`src/rtl/priority_sensor_interface_mc.sv`:
```
// Multi-channel sensor interrupt front end: synchronise, debounce and edge/level-detect N_CH
// sensor lines, latch sticky pending/overrun flags, and present a fixed-priority interrupt.
module priority_sensor_interface_mc #(
    parameter int N_CH    = 8,
    parameter int IDW     = 3,
    parameter int DEB_CYC = 4
) (
    input  logic            clk,
    input  logic            rst,
    input  logic [N_CH-1:0] sensor,
    input  logic [N_CH-1:0] mode,
    input  logic [N_CH-1:0] mask,
    input  logic            ack,
    input  logic [IDW-1:0]  ack_id,
    output logic            interrupt,
    output logic [IDW-1:0]  irq_id,
    output logic [N_CH-1:0] pending,
    output logic [N_CH-1:0] overrun
);

    logic [N_CH-1:0] s1_q, s2_q;
    logic [N_CH-1:0] filt_q, filt_d;
    logic [N_CH-1:0] filt_dly_q;
    logic [N_CH-1:0] pending_q, pending_d;
    logic [N_CH-1:0] overrun_q, overrun_d;
    logic            interrupt_q, interrupt_d;
    logic [IDW-1:0]  irq_id_q, irq_id_d;

    logic [N_CH-1:0] evt;
    logic [N_CH-1:0] clr;
    logic [N_CH-1:0] active;
    logic [31:0]     ack_ext;

    generate
        if (DEB_CYC == 0) begin : g_bypass
            assign filt_d = s2_q;
        end else begin : g_deb
            localparam int CW = $clog2(DEB_CYC + 1);
            logic [CW-1:0] cnt_q [N_CH];
            logic [CW-1:0] cnt_d [N_CH];

            // A change is accepted only after DEB_CYC consecutive samples disagree with filt.
            always_comb begin
                // NOTE: every combinational output gets a default first, so no path infers a latch.
                filt_d = filt_q;
                for (int i = 0; i < N_CH; i++) begin
                    cnt_d[i] = '0;
                    if (s2_q[i] != filt_q[i]) begin
                        if (cnt_q[i] == CW'(DEB_CYC - 1)) begin
                            filt_d[i] = s2_q[i];
                        end else begin
                            cnt_d[i] = cnt_q[i] + 1'b1;
                        end
                    end
                end
            end

            // NOTE: this counter array is small control state and must start at zero, so it is
            // reset like ordinary flops rather than treated as an unreset memory.
            always_ff @(posedge clk or negedge rst) begin
                if (!rst) begin
                    for (int i = 0; i < N_CH; i++) cnt_q[i] <= '0;
                end else begin
                    for (int i = 0; i < N_CH; i++) cnt_q[i] <= cnt_d[i];
                end
            end
        end
    endgenerate

    assign ack_ext = 32'(ack_id);
    assign evt     = (mode & filt_q & ~filt_dly_q) | (~mode & filt_q);
    assign active  = pending_q & ~mask;

    always_comb begin
        clr = '0;
        for (int i = 0; i < N_CH; i++) begin
            // Out-of-range ids never match any channel index, so they are ignored.
            clr[i] = ack && (ack_ext == 32'(i));
        end
    end

    // An event beats a simultaneous clear; overrun only tracks edge events on a pending channel.
    assign pending_d   = evt | (pending_q & ~clr);
    assign overrun_d   = (overrun_q | (mode & evt & pending_q)) & ~clr;
    assign interrupt_d = |active;

    always_comb begin
        irq_id_d = '0;
        for (int i = N_CH - 1; i >= 0; i--) begin
            if (active[i]) irq_id_d = IDW'(i);
        end
    end

    // NOTE: sequential state uses non-blocking assignments so all flops update together.
    always_ff @(posedge clk or negedge rst) begin
        if (!rst) begin
            s1_q        <= '0;
            s2_q        <= '0;
            filt_q      <= '0;
            filt_dly_q  <= '0;
            pending_q   <= '0;
            overrun_q   <= '0;
            interrupt_q <= 1'b0;
            irq_id_q    <= '0;
        end else begin
            s1_q        <= sensor;
            s2_q        <= s1_q;
            filt_q      <= filt_d;
            filt_dly_q  <= filt_q;
            pending_q   <= pending_d;
            overrun_q   <= overrun_d;
            interrupt_q <= interrupt_d;
            irq_id_q    <= irq_id_d;
        end
    end

    assign interrupt = interrupt_q;
    assign irq_id    = irq_id_q;
    assign pending   = pending_q;
    assign overrun   = overrun_q;

endmodule

```
`config.mk`:
```
export PLATFORM = sky130hd
export DESIGN_NAME = priority_sensor_interface_mc
export DESIGN_NICKNAME = d
export VERILOG_FILES = /design/src/rtl/priority_sensor_interface_mc.sv
export SDC_FILE = /design/constraint.sdc
export NUM_CORES = 1
export LEC_CHECK = 0
export CORE_MARGIN = 10
export CORE_UTILIZATION = 58
export CTS_BUF_LIST = sky130_fd_sc_hd__clkbuf_4
export DETAILED_ROUTE_END_ITERATION = 10
export HOLD_SLACK_MARGIN = 0.12
export PLACE_DENSITY = 0.95
export SLEW_MARGIN = 20
export SYNTH_ARGS = -nofsm -noshare
export SYNTH_HDL_FRONTEND = slang
export SYNTH_SLANG_ARGS = --single-unit
export TNS_END_PERCENT = 20
```
`constraint.sdc`:
```
create_clock -name clk -period 2.1 [get_ports clk]
set_clock_uncertainty 0.1 [all_clocks]
set_input_delay 0.42 -clock clk [delete_from_list [all_inputs] [get_ports clk]]
set_output_delay 0.42 -clock clk [all_outputs]
set_load 0.005 [all_outputs]
```
==> summary.txt <==
Finish
  – Area grow syn2layout: 25.05%
  – Number of diodes: 0
  – Most frequent cells in the layout: dfrtp_1, clkdlybuf4s50_1, nor2b_1, nor3b_1, nand2_1
  – Nets: a little over 300
  – Commonest non-fill, non-tap cell in the layout: dfrtp_1
  – Post-layout util: approximately three quarters
  – Share of post-route cells with drive strength above 1: a little over a tenth

Place
  – Detailed Place HPWL: about 4.3 mm
  – I/O Buffers: just under 50
  – Worst slack at placement: 122.5 ps
  – GP Congestion: between 0.8 and 0.9

Clock tree
  – Clock sinks: between 70 and 80
  – Total CTS buffers: 9
  – Root cell of the clock tree: clkbuf_4
  – CTS tree: done
  – H-tree Lvls: 3
  – Clock Latency Late Sink: a little over 400 ps
  – Clock-pin slew on the worst setup and hold paths: approximately 100 ps
  – Max clock buf depth: 2
  – Number of setup buffers added after CTS: 0

Setup path
  – CP Capture Type: primary output
  – Largest stage delay on the critical path: 550 ps
  – Critical Path AT: between 1000 and 1500 ps
  – CP max FO: 5
  – CP top delay family: buffers and inverters
  – Crit-path cells: clkdlybuf4s50_1
  – CP startpoint kind: register
  – Worst path required time: around 1600 ps
  – Slowest CP cell: clkdlybuf4s50_1
  – CP bufs+invs: 1
  – Setup CP Type: reg2out

Power and ir drop
  – Net Sw Frac: slightly below 30%
  – Register share of total power: between 50% and 60%
  – Pleak: 1.573 nW
  – Comb pwr share: between 20% and 30%
  – Switching pwr: 1.194 mW
  – P_int: between 2 and 3 mW
  – Peak VDD IR: roughly 0.76 mV
  – Clock power frac: 18.0%
  – Pwr Density: 1133 nW/um2
  – Tot Pwr: about 4 mW

STA
  – Max Slew Vio Count: 0
  – Post-Route Setup TNS: 0 ps
  – Final period util: 92.17%
  – Worst Setup Slack, final: 164.4 ps
  – Fin crit period: between 1500 and 2000 ps
  – Setup-failing EPs final: 0
  – Highest clock rate: approximately 520 MHz
  – Final hold violation count: 0
  – Rel. slew slack: between 70% and 80%
  – RSZ-0062 raised after global routing: false
  – Slew at the pin with the worst max-slew slack: between 400 and 500 ps

Detailed routing
  – Vias post-DR: about 1,800
  – DRT Pass-1 Iters: 4
  – Drc violations: 0
  – Antenna Nets Post-Route: 0
  – Drt wl/cell: 15.95 um
  – Drt initial violations: 84
  – Routed vias/inst: ~5.2
  – Routed WL: approximately 5.4 mm

GRT
  – Initial antenna violation count: 0
  – Largest net degree at the start of global routing: 37
  – Total gr overflow: 0
  – First-pass GRT wire length: 9.542 mm
  – Number of global-route vias before repair: about 2,000
  – GRT Total Usage: roughly 15%

Yosys
  – Netlist cell types: 27
  – Synthesized area per cell: 13.95 um2
  – Simple-gate share of the synthesized area: between 10% and 20%
  – Adder-Cell Fraction of Synth Area: 3.516%
  – Post-synthesis mux area share: under 10%
  – Compound-Gate Fraction of Synth Area: under 10%
  – Main combinational cell family by area after synthesis: simple AND/OR/NAND/NOR gates
  – Synth Register Bits: 76
  – Syn_nets: about 240
  – Mapped Cells: approximately 200
  – YS warnings: 0
  – Synthesized area: about 2800 um2
  – XOR/XNOR share of the synthesized area: 2.462%
  – Sequential area share after synthesis: between 60 and 70%

Die
  – Die span in x: 90.06 um
  – Initial Util: between 50% and 60%
  – Num rows: 25
  – CORE AREA: 4755 um2
  – I/O pin cnt: 50
  – Die ar.: 8110 um2
  – Die height: between 90 and 100 um

Hold path
  – Hold crit path type: reg2reg

Flow run
  – Max Cap Violations: 0

Status
  – Outcome: finished clean
-- kinds of logic (layout without fill, tap and decap cells) --
| kind of cell | count (synthesis) | in the layout |
|---|---|---|
| buffers and inverters | 7 | 76 |
| flip-flops | 76 | 76 |
| multiplexers | 8 | 8 |
| adder cells (fa/ha/maj) | 8 | 8 |
| AND/OR/NAND/NOR | 74 | 74 |
| XOR/XNOR | 8 | 8 |
| AO/OA/AOI/OAI | 23 | 23 |
-- repair_timing --
| item | in CTS | in global routing |
|---|---|---|
| hold endpoints to repair | 33 | 0 |
| hold buffers | 1 | 0 |
| resized for setup | 0 | 0 |
-- path summary, 6_finish.rpt --
path / start / endpoint / slack, ps / depth (start not counted)
setup / recovery: pending[6] / pending[6] / 160 / 1
hold / removal: s1_q[1] / s2_q[1] / 260 / 0
setup reg to reg: pending[7] / interrupt / 560 / 3
hold reg to reg: s1_q[1] / s2_q[1] / 260 / 0
max in group asynchronous: rst / filt_q[1] / 890 / 3
min in group asynchronous: rst / g_deb.cnt_q[6] / 390 / 2
-- Yosys cell counts --
cell / number / area (um2)
a22o_1: 7 / 61.31
buf_2: 1 / 5.000
or4b_1: 1 / 10.01
ha_1: 8 / 100.1
o211ai_1: 1 / 7.510
nor2_1: 1 / 3.750
inv_1: 6 / 22.52
nand2b_1: 4 / 25.02
mux2_2: 8 / 90.09
nor2b_1: 15 / 93.84
a22o_2: 1 / 10.01
o21a_1: 5 / 37.54
a21oi_1: 4 / 20.02
xnor2_1: 8 / 70.07
a41oi_1: 3 / 26.28
dfrtp_1: 76 / 1902
nand2_1: 14 / 52.55
nand4_1: 1 / 6.260
and4b_1: 4 / 40.04
nor3b_1: 15 / 112.6
nor4b_4: 1 / 23.77
a311oi_1: 1 / 8.760
nor2b_4: 2 / 27.53
o221ai_1: 1 / 8.760
nand3_1: 6 / 30.03
nor4_1: 1 / 6.260
nor3_1: 9 / 45.04
-- registers in the layout, summed over array words and instances, names as in the netlist --
register     flops
g_deb.cnt_q     24
filt_dly_q       8
filt_q           8
overrun          8
pending          8
s1_q             8
s2_q             8
irq_id           3
interrupt        1
-- power groups by stage --
stage | Sequential (mW) | Combinational [mW] | Clock, mW
final | 2.20 | 1.11 | 0.726
after global placement | 2.20 | 1.07 | 0
after CTS | 2.20 | 1.14 | 0.752
after global routing | 2.27 | 1.25 | 0.811
after detailed placement | 2.23 | 1.13 | 0
after floorplan | 2.16 | 0.627 | 0
-- layout make-up --
| cell class | count | area [um2] |
|---|---|---|
| clock inverter | 4 | 16.27 |
| timing repair buffer | 54 | 528.0 |
| tap | 67 | 83.83 |
| clock buffer | 12 | 90.09 |
| sequential | 76 | 1902 |
| inverter | 6 | 22.52 |
| multi-input combinational | 121 | 917.1 |
| fill | 328 | 1195 |
-- stage by stage --
stage	hold slack (ps)	instances	area, um2
global placement	232.0	323	3443
detailed placement	236.4	323	3443
floorplan	24.41	204	2846
finish	257.8	340	3560
CTS	261.2	340	3560
global route	266.9	340	3560
-- per-layer routing --
layer	vias up	global-route usage (%)	share of wire (%)
met2	42	24.70	51
met5	-	0	0
met4	0	10.21	3.0
met1	878	16.45	41
li1	851	-	-
met3	13	3.574	4.5
(Power assumes the default switching activity.)
